<file path="config.mk">
export PLATFORM = sky130hd
export DESIGN_NAME = ex_sequencer_flat
export DESIGN_NICKNAME = d
export VERILOG_FILES = /design/src/rtl/ex_pkg.sv /design/src/rtl/ex_sequencer_if.sv /design/src/rtl/ex_decode.sv /design/src/rtl/ex_sequencer.sv /design/src/flat_wrapper.sv
export SDC_FILE = /design/constraint.sdc
export NUM_CORES = 1
export LEC_CHECK = 0
export CELL_PAD_IN_SITES_DETAIL_PLACEMENT = 1
export CELL_PAD_IN_SITES_GLOBAL_PLACEMENT = 2
export CORE_AREA = 3 3 67 69
export DETAILED_ROUTE_END_ITERATION = 16
export DIE_AREA = 0 0 70 72
export GPL_TIMING_DRIVEN = 0
export HOLD_SLACK_MARGIN = 0.05
export PLACE_DENSITY = 0.84
export SLEW_MARGIN = 20
export SYNTH_ARGS = -nofsm -noshare
export SYNTH_HDL_FRONTEND = slang
export SYNTH_HIERARCHICAL = 1
export SYNTH_SLANG_ARGS = --single-unit
</file>
<file path="constraint.sdc">
create_clock -name clk -period 2.7 [get_ports clk]
set_clock_uncertainty 0.05 [all_clocks]
set_input_delay 0.405 -clock clk [delete_from_list [all_inputs] [get_ports clk]]
set_output_delay 0.405 -clock clk [all_outputs]
set_load 0.05 [all_outputs]
</file>
<file path="src/rtl/ex_pkg.sv">
// ex_pkg: shared encodings for the EX-stage controller.
//   - ALU operation encodings (aluctl)
//   - MU / DU sub-operation encodings (mulctl / divctl)
//   - EX result-mux source indices
//   - Opcode constants and the arithmetic-opcode match helper
//   - Sequencer FSM state enum
package ex_pkg;

  typedef enum logic [3:0] {
    ALU_ADD  = 4'b0000,
    ALU_SUB  = 4'b0001,
    ALU_XOR  = 4'b0010,
    ALU_OR   = 4'b0011,
    ALU_AND  = 4'b0100,
    ALU_SLL  = 4'b0101,
    ALU_SRL  = 4'b0110,
    ALU_SRA  = 4'b0111,
    ALU_SLT  = 4'b1000,
    ALU_SLTU = 4'b1001
  } alu_op_e;

  localparam logic [1:0] MU_MUL    = 2'b00;
  localparam logic [1:0] MU_MULH   = 2'b01;
  localparam logic [1:0] MU_MULHSU = 2'b10;
  localparam logic [1:0] MU_MULHU  = 2'b11;

  localparam logic [1:0] DU_DIV  = 2'b00;
  localparam logic [1:0] DU_DIVU = 2'b01;
  localparam logic [1:0] DU_REM  = 2'b10;
  localparam logic [1:0] DU_REMU = 2'b11;

  localparam int RES_ALU = 0;
  localparam int RES_MU  = 1;
  localparam int RES_DU  = 2;

  localparam logic [6:0] OPC_OP     = 7'b0110011;
  localparam logic [6:0] OPC_OP_IMM = 7'b0010011;

  // R-type and I-type arithmetic differ only in bit 5: 0?10011
  localparam logic [6:0] OPC_ARITH_MASK = 7'b1011111;
  localparam logic [6:0] OPC_ARITH_VAL  = 7'b0010011;

  typedef enum logic [1:0] {
    S_IDLE,
    S_MUL_WAIT,
    S_DIV_WAIT,
    S_RESULT
  } state_e;

  function automatic logic is_arith(input logic [6:0] opcode);
    return (opcode & OPC_ARITH_MASK) == OPC_ARITH_VAL;
  endfunction

endpackage

</file>
<file path="src/rtl/ex_sequencer_if.sv">
// ex_sequencer_if: ID/EX -> EX -> EX/MEM handshake and decoded-op fields.
//   in_valid/in_ready : op offered by ID/EX, accepted by EX
//   opcode/func3/func7b50 : instruction fields of the offered op
//   out_valid/out_ready : result offered by EX, accepted by EX/MEM
//   master : the pipeline around EX (drives op and out_ready)
//   slave  : the EX sequencer
interface ex_sequencer_if;
  logic       in_valid;
  logic       in_ready;
  logic [6:0] opcode;
  logic [2:0] func3;
  logic [1:0] func7b50;
  logic       out_valid;
  logic       out_ready;

  modport master (
    output in_valid, opcode, func3, func7b50, out_ready,
    input  in_ready, out_valid
  );

  modport slave (
    input  in_valid, opcode, func3, func7b50, out_ready,
    output in_ready, out_valid
  );
endinterface

</file>
<file path="src/rtl/ex_decode.sv">
// ex_decode: combinational RV32IM arithmetic decode.
//   opcode/func3/func7b50 in : instruction fields ({func7[5], func7[0]})
//   aluctl out : ALU operation (add for non-arithmetic opcodes and M-ops)
//   is_mul/is_div out : op belongs to the multiply / divide unit
//   subop out : MU/DU sub-operation, func3[1:0]
module ex_decode
  import ex_pkg::*;
(
  input  logic [6:0] opcode,
  input  logic [2:0] func3,
  input  logic [1:0] func7b50,
  output alu_op_e    aluctl,
  output logic       is_mul,
  output logic       is_div,
  output logic [1:0] subop
);

  logic is_m;

  assign is_m   = (opcode == OPC_OP) && (func7b50 == 2'b01);
  assign is_mul = is_m && !func3[2];
  assign is_div = is_m && func3[2];
  assign subop  = func3[1:0];

  always_comb begin
    aluctl = ALU_ADD;
    if (is_arith(opcode) && !is_m) begin
      case (func3)
        // I-type has no subtract; func7 bits there are immediate bits
        3'b000: aluctl = (opcode == OPC_OP && func7b50[1]) ? ALU_SUB : ALU_ADD;
        3'b001: aluctl = ALU_SLL;
        3'b010: aluctl = ALU_SLT;
        3'b011: aluctl = ALU_SLTU;
        3'b100: aluctl = ALU_XOR;
        3'b101: aluctl = func7b50[1] ? ALU_SRA : ALU_SRL;
        3'b110: aluctl = ALU_OR;
        3'b111: aluctl = ALU_AND;
        default: aluctl = ALU_ADD;
      endcase
    end
  end

endmodule

</file>
<file path="src/rtl/ex_sequencer.sv">
// ex_sequencer: EX-stage controller for ALU, multiply and divide units.
//   clk, rst_n : clock, asynchronous active-low reset
//   bus        : op handshake from ID/EX and result handshake to EX/MEM
//   flush      : kill any accepted / in-flight op
//   mul_done, div_done : 1-cycle completion pulses from MU / DU
//   aluctl     : ALU operation (combinational in IDLE, else add)
//   mulctl, divctl : MU / DU sub-op, held from accept until next accept
//   mulstart, divstart : 1-cycle start pulses, only from IDLE
//   ifuresctl  : EX result mux select (0 ALU, 1 MU, 2 DU)
//   stall      : hold upstream while a multi-cycle op is pending
//   timeout    : 1-cycle pulse when a unit stays busy MAX_WAIT cycles
module ex_sequencer
  import ex_pkg::*;
#(
  parameter int N_RES    = 3,
  parameter int MAX_WAIT = 64
) (
  input  logic                     clk,
  input  logic                     rst_n,
  ex_sequencer_if.slave            bus,
  input  logic                     flush,
  input  logic                     mul_done,
  input  logic                     div_done,
  output logic [3:0]               aluctl,
  output logic [1:0]               mulctl,
  output logic [1:0]               divctl,
  output logic                     mulstart,
  output logic                     divstart,
  output logic [$clog2(N_RES)-1:0] ifuresctl,
  output logic                     stall,
  output logic                     timeout
);

  localparam int RW = $clog2(N_RES);
  localparam int CW = $clog2(MAX_WAIT + 1);

  state_e        state, state_nxt;
  logic [CW-1:0] cnt;
  logic [1:0]    mulctl_r, divctl_r;
  logic          src_div;
  logic          in_ready_c, out_valid_c;

  alu_op_e    d_aluctl;
  logic       d_is_mul, d_is_div;
  logic [1:0] d_subop;

  ex_decode u_decode (
    .opcode   (bus.opcode),
    .func3    (bus.func3),
    .func7b50 (bus.func7b50),
    .aluctl   (d_aluctl),
    .is_mul   (d_is_mul),
    .is_div   (d_is_div),
    .subop    (d_subop)
  );

  always_ff @(posedge clk or negedge rst_n) begin
    if (!rst_n) begin
      state    <= S_IDLE;
      cnt      <= '0;
      mulctl_r <= 2'b00;
      divctl_r <= 2'b00;
      src_div  <= 1'b0;
    end else begin
      state <= state_nxt;
      if (mulstart || divstart) begin
        cnt     <= '0;
        src_div <= divstart;
      end else if (state == S_MUL_WAIT || state == S_DIV_WAIT) begin
        cnt <= cnt + CW'(1);
      end
      if (mulstart) mulctl_r <= d_subop;
      if (divstart) divctl_r <= d_subop;
    end
  end

  always_comb begin
    state_nxt   = state;
    in_ready_c  = 1'b0;
    out_valid_c = 1'b0;
    mulstart    = 1'b0;
    divstart    = 1'b0;
    stall       = 1'b0;
    timeout     = 1'b0;
    ifuresctl   = RW'(RES_ALU);
    aluctl      = ALU_ADD;
    case (state)
      S_IDLE: begin
        if (!flush) begin
          if (bus.in_valid && d_is_mul) begin
            in_ready_c = 1'b1;
            mulstart   = 1'b1;
            state_nxt  = S_MUL_WAIT;
          end else if (bus.in_valid && d_is_div) begin
            in_ready_c = 1'b1;
            divstart   = 1'b1;
            state_nxt  = S_DIV_WAIT;
          end else begin
            // ALU ops flow straight through; EX/MEM backpressure reaches ID/EX
            in_ready_c  = bus.out_ready;
            out_valid_c = bus.in_valid;
            if (bus.in_valid) aluctl = d_aluctl;
          end
        end
      end
      S_MUL_WAIT, S_DIV_WAIT: begin
        stall = 1'b1;
        if (flush) begin
          state_nxt = S_IDLE;
        end else if ((state == S_MUL_WAIT) ? mul_done : div_done) begin
          state_nxt = S_RESULT;
        end else if (cnt == CW'(MAX_WAIT - 1)) begin
          // this is the MAX_WAIT-th busy cycle; done still had priority above
          timeout   = 1'b1;
          state_nxt = S_IDLE;
        end
      end
      S_RESULT: begin
        stall = 1'b1;
        if (flush) begin
          state_nxt = S_IDLE;
        end else begin
          out_valid_c = 1'b1;
          ifuresctl   = src_div ? RW'(RES_DU) : RW'(RES_MU);
          if (bus.out_ready) state_nxt = S_IDLE;
        end
      end
      default: state_nxt = S_IDLE;
    endcase
  end

  // Sub-op is visible in the start cycle itself, then from the held register
  assign mulctl = mulstart ? d_subop : mulctl_r;
  assign divctl = divstart ? d_subop : divctl_r;

  assign bus.in_ready  = in_ready_c;
  assign bus.out_valid = out_valid_c;

endmodule

</file>
<file path="src/flat_wrapper.sv">
// flat-port wrapper written by rule: the top's interface ports become plain ports
module ex_sequencer_flat import ex_pkg::*;
#(
  parameter int N_RES    = 3,
  parameter int MAX_WAIT = 64
)
  (clk, rst_n, flush, mul_done, div_done, aluctl, mulctl, divctl, mulstart, divstart, ifuresctl, stall, timeout, bus_in_valid, bus_opcode, bus_func3, bus_func7b50, bus_out_ready, bus_in_ready, bus_out_valid);
  ex_sequencer_if bus_i ();
  input  logic clk;
  input  logic rst_n;
  input  logic flush;
  input  logic mul_done;
  input  logic div_done;
  output logic [3:0] aluctl;
  output logic [1:0] mulctl;
  output logic [1:0] divctl;
  output logic mulstart;
  output logic divstart;
  output logic [$clog2(N_RES)-1:0] ifuresctl;
  output logic stall;
  output logic timeout;
  input wire logic [$bits(bus_i.in_valid)-1:0] bus_in_valid;
  input wire logic [$bits(bus_i.opcode)-1:0] bus_opcode;
  input wire logic [$bits(bus_i.func3)-1:0] bus_func3;
  input wire logic [$bits(bus_i.func7b50)-1:0] bus_func7b50;
  input wire logic [$bits(bus_i.out_ready)-1:0] bus_out_ready;
  output wire logic [$bits(bus_i.in_ready)-1:0] bus_in_ready;
  output wire logic [$bits(bus_i.out_valid)-1:0] bus_out_valid;
  assign bus_i.in_valid = bus_in_valid;
  assign bus_i.opcode = bus_opcode;
  assign bus_i.func3 = bus_func3;
  assign bus_i.func7b50 = bus_func7b50;
  assign bus_i.out_ready = bus_out_ready;
  assign bus_in_ready = bus_i.in_ready;
  assign bus_out_valid = bus_i.out_valid;
  ex_sequencer #(.N_RES(N_RES), .MAX_WAIT(MAX_WAIT)) u_core (.clk(clk), .rst_n(rst_n), .bus(bus_i), .flush(flush), .mul_done(mul_done), .div_done(div_done), .aluctl(aluctl), .mulctl(mulctl), .divctl(divctl), .mulstart(mulstart), .divstart(divstart), .ifuresctl(ifuresctl), .stall(stall), .timeout(timeout));
endmodule
</file>
Yosys cells after proc, flatten, opt, wreduce, memory -nomap -nowiden
Index checks and enable logic that the tools add are counted.

storage, ports and cells
  flip-flop bits (word level) = 14
  input port bits = 19
  output and inout bits = 16
  word-level logic and storage cells = 88

operators by class
  $add $sub $neg = 1
  equal/unequal tests = 18
  mux-type cells = 47
  reduce and logical (&&, ||, !) cells = 17

operator list
  operator                                                                 number
  4-bit case mux with 8 select lines                                       1
  2-bit 2-to-1 mux                                                         13
  4-bit 2-to-1 mux                                                         6
  1-bit 2-to-1 mux                                                         23
  7-bit by 6-bit == test with 1-bit output, second input constant          2
  7-bit 2-to-1 mux                                                         2
  3-bit == test, second input constant                                     4
  7-bit by 1-bit adder with 7-bit output, second input constant            1
  1-bit logical AND                                                        7
  3-bit by 2-bit == test with 1-bit output, second input constant          2
  6-bit by 5-bit == test with 1-bit output, second input constant          1
  2-bit case mux with 3 select lines                                       1
  2-bit by 1-bit == test with 1-bit output, second input constant          2
  2-bit == test, second input constant                                     2
  4-bit by 2-bit inequality test with 1-bit output, second input constant  1
  4-bit AND reduction                                                      1
  3-bit by 1-bit == test with 1-bit output, second input constant          1
  3-bit zero test                                                          1
  3-bit by 1-bit inequality test with 1-bit output, second input constant  1
  3-bit inequality test, second input constant                             1
  3-bit OR reduction                                                       1
  1-bit zero test                                                          2
  2-bit zero test                                                          1
  1-bit logical OR                                                         2
  4 further kinds                                                          4

Longest topological paths before layout
  word-level depth = 10
  gate-level depth with buffers = 7
  gate-level depth less buffers = 7

Cells and area by module
Netlist, hierarchy kept.

by module, submodules not included
  module        times used  cells each  area an instance (µm²)  seq. area each (µm²)
  ex_sequencer  1           84          832.0                   350.3
  ex_decode     1           20          171.4                   0.0

Worst setup path before layout
No wires, ideal clock.

  path kind = input port to output port
  from = in bus_opcode[3]
  to = out bus_in_ready
  arrival = 2.849 ns
  required time = 2.245 ns
  setup slack = -0.604 ns
  stages on the path = 5
  buffers on the path = 0
  cells stage by stage = nor4b_4 > nand3_4 > nor4_1 > o21ai_2 > a211oi_1

on the way
  elaborated cells on any way between the ends = 10
  those cells by class = 1 x eq/ne; 4 x mux; 5 x reduce/logical

RTL lines
  element                                   line                source
  start, declared                           flat_wrapper.sv:23  input wire logic [$bits(bus_i.opcode)-1:0] bus_opcode;
  7-bit by 6-bit == test with 1-bit output  ex_decode.sv:20     assign is_m = (opcode == OPC_OP) && (func7b50 == 2'b01);
  1-bit logical AND                         ex_decode.sv:20
  1-bit logical AND                         ex_decode.sv:21     assign is_mul = is_m && !func3[2];
  net u_core.d_is_mul                       ex_sequencer.sv:44  logic d_is_mul, d_is_div;
  1-bit logical AND                         ex_sequencer.sv:90  if (bus.in_valid && d_is_mul) begin
  1-bit 2-to-1 mux                          ex_sequencer.sv:90
  1-bit 2-to-1 mux                          ex_sequencer.sv:89  if (!flush) begin
  1-bit 2-to-1 mux                          ex_sequencer.sv:87  case (state)
  end, declared                             flat_wrapper.sv:27  output wire logic [$bits(bus_i.in_ready)-1:0] bus_in_ready;

The timed path passes the listed nets, and every way through them passes these cells.

Final worst setup path
  from = in bus_func3[2]
  to = out bus_in_ready

on the way
  cells in the longest elaborated chain, start to end = 6
  elaborated cells on any way between the ends = 9
  those cells by class = 4 x mux; 5 x reduce/logical

ends and longest elaborated chain
  element              line                source
  start, declared      flat_wrapper.sv:24  input wire logic [$bits(bus_i.func3)-1:0] bus_func3;
  1-bit logical AND    ex_decode.sv:22     assign is_div = is_m && func3[2];
  net u_core.d_is_div  ex_sequencer.sv:44
  1-bit logical AND    ex_sequencer.sv:94  end else if (bus.in_valid && d_is_div) begin
  1-bit 2-to-1 mux     ex_sequencer.sv:94
  1-bit 2-to-1 mux     ex_sequencer.sv:90
  1-bit 2-to-1 mux     ex_sequencer.sv:89
  1-bit 2-to-1 mux     ex_sequencer.sv:87

The timed path passes the listed nets, and every way through them passes these cells.

==> metrics.csv <==
stage,metric,value,unit
grt,overflow,0,
grt,grt_first_pass_wirelength,5.36,mm
critical_path,crit_type,in -> out,
critical_path,reg2reg_depth,7,
layout,n_antenna_cell,0,
synthesis,synth_seq_cells,14,
sta,holdWs,441,ps
floorplan,die_w,70,um
layout,post-route-util,39.0,%
grt,grt_max_degree,15,
synthesis,syn_inst,104,
routing,vias,957,
sta,slew_headroom,54.8,%
critical_path,r2r_start,u_core/state[0],
critical_path,worst_setup_path_end_kind,output pin,
synthesis,syn_area,1000,um^2
layout,final_common_cell,clkdlybuf4s50_1,
grt,grt.total_usage,13.3,%
synthesis,seq_area_frac_synth,34.9,%
worst_hold_path,hold_class,reg -> reg,
clock_network,clock_path_buffers,2,
synthesis,syn-num-nets,127,
sta,period_share,98.4,%
layout,final_cell_mix,"clkdlybuf4s50_1 (15), dfrtp_1 (14), nor2_1 (12)",
floorplan,coreArea,3970,um^2
synthesis,synth_top_flop_cell,dfrtp_1,
sta,tightest_slew,676,ps
sta,period_needed,2660,ps
critical_path,r2r-end,u_core/state[0],
layout,drive_above_1_share,30.7,%
clock_network,root_buffer,clkbuf_8,
floorplan,rows,23,
run,maxCapViolCount,0,
critical_path,crit_path_start_kind,input port,
routing,drt_iter0_markers,30,
synthesis,yosys_warnings,6,
clock_network,htreeDepth,1,
power,ir_drop,192,uV
status,status,finished clean,
power,p_per_area,746,nW/um^2
critical_path,required,2250,ps
layout,nets,174,
critical_path,worstSetupStartpoint,bus_func3[2],
synthesis,async_flop_share,100,%
sta,fin_ws,42.0,ps
clock_network,cts_tree,done,
grt,antenna_found_initial,0,
grt,grt_pass1_vias,1164,
power,p_leak,0.721,nW
clock_network,clk_latency,250,ps
layout,fill_cells,460,
layout,fin_cells,200,
clock_network,cts_made_buffers,3,
synthesis,synth_top_area_cell,dfrtp_1,
clock_network,clkTransAtPathRegs,60,ps
synthesis,synth_top_area_share,34.9,%
placement,dp_slack,-1320,ps
floorplan,die_area,5040,um^2
routing,dr.pass1.iters,4,
placement,portBuffers,34,
routing,route.antenna.remaining_nets,0,
clock_network,cts.sinks,14,
synthesis,syn_area_per_cell,9.65,um^2
sta,drv_slew,0,
routing,wl_per_cell,15.2,um
routing,drc,0,
sta,rsz0062_at_grt,true,
critical_path,worst-path-max-fanout,4,
sta,finalSetupViolations,0,
synthesis,ys_types,36,
critical_path,r2r_setup_slack,840,ps
placement,dp.cells,188,
floorplan,pin_count,35,
placement,dpl.hpwl,2.32,mm
critical_path,arrival,2200,ps
synthesis,synth.area.top_cells,"dfrtp_1 (35%), ha_1 (5.0%), mux2_2 (4.5%)",
placement,gp_congestion,0.822,
routing,wirelength,3.05,mm
worst_hold_path,min-delay-start,u_core/mulctl_r[0],
sta,timing.final.hold_violations,0,
layout,syn_to_final_growth,54.5,%
floorplan,start_util,25.3,%
worst_hold_path,min_to,u_core/mulctl_r[0],
synthesis,synth_edf_count,0,
floorplan,die_y,72,um
worst_hold_path,whs_path_depth,1,
sta,clock.fmax,376,MHz
routing,viasPerCell,4.79,
[cell usage after synthesis (2+ instances only)]
| library cell | n |
|---|---|
| mux2_4 | 2 |
| dfrtp_1 | 14 |
| nand2b_1 | 2 |
| xnor2_1 | 2 |
| or3_1 | 3 |
| a211oi_1 | 2 |
| mux2i_1 | 2 |
| mux2_2 | 4 |
| xor2_1 | 3 |
| a21oi_1 | 3 |
| nand4b_1 | 2 |
| ha_1 | 4 |
| and2_1 | 4 |
| nand4_1 | 2 |
| buf_4 | 2 |
| nor3_1 | 4 |
| o21ai_0 | 3 |
| nor2_1 | 12 |
| nand3b_1 | 2 |
| inv_1 | 9 |
| nor4_1 | 2 |
| nand2_1 | 7 |
[worst max-delay path: stages]
cell	delay (ps)
clkdlybuf4s50_1	580
inv_2	120
nor4_4	270
buf_4	180
buf_4	110
o21ai_2	80
a211oi_4	260
buf_6	190
[metal layers]
layer / part of all wire (%) / GRT usage, % / vias to the layer above / wire length (um)
li1: - / - / 453 / -
met4: 2.3 / 6.38 / 0 / 71
met1: 40 / 14.0 / 465 / 1210
met3: 6.1 / 4.16 / 8 / 186
met2: 52 / 24.2 / 31 / 1580
met5: 0 / 0 / - / 0
[per-stage QoR]
step	area (um^2)	power (mW)	setup TNS [ps]
5_1_grt	1550	1.25	-19.6
2_1_floorplan	1020	0.771	0
4_1_cts	1530	1.17	0
6_report	1550	1.16	0
3_5_place_dp	1420	0.950	-17690
3_3_place_gp	1420	0.910	-16320
[flip-flops by register name, indices dropped and copies added, names as in the netlist]
signal,cells
u_core/cnt,7
u_core/divctl_r,2
u_core/mulctl_r,2
u_core/state,2
u_core/src_div,1
[repair_timing]
| action | CTS | global route |
|---|---|---|
| gates cloned | 0 | 0 |
| endpoints found under the setup margin | 25 | 14 |
| setup buffers | 4 | 4 |
| hold buffers | 0 | 0 |
| resized for setup | 61 | 21 |
| pin swaps | 5 | 1 |
[cell type report]
type	instances	area (um^2)	share of cell area, %
tap	50	62.6	4.04
buffer	3	26.3	1.69
clock buffer	4	55.1	3.55
inverter	9	33.8	2.18
timing repair buffer	42	369	23.8
multi-input combinational	78	653	42.1
sequential	14	350	22.6
[power by group]
group | leakage, nW | total [mW] | internal [mW] | switching, mW
clock | 0.0288 | 0.209 | 0.129 | 0.0799
combinational | 0.522 | 0.595 | 0.262 | 0.332
sequential | 0.170 | 0.353 | 0.285 | 0.0685
[worst max path at each step]
stage	slack, ps	endpoint	depth (start not counted)
2_1_floorplan	20	bus_in_ready	5
3_3_place_gp	-1270	mulctl[1]	7
3_5_place_dp	-1320	mulctl[0]	7
4_1_cts	3	bus_out_valid	7
5_1_grt	-20	mulctl[0]	7
6_report	40	bus_in_ready	8
[logic make-up after synthesis]
logic type,after synthesis,synth area share (%)
AO/OA/AOI/OAI,15,12.3
XOR/XNOR,5,4.36
adder cells (fa/ha/maj),4,4.99
buffers and inverters,12,5.98
flip-flops,14,34.9
multiplexers,8,9.48
AND/OR/NAND/NOR,46,27.9
Note: power is estimated with default switching activity, not from simulation.
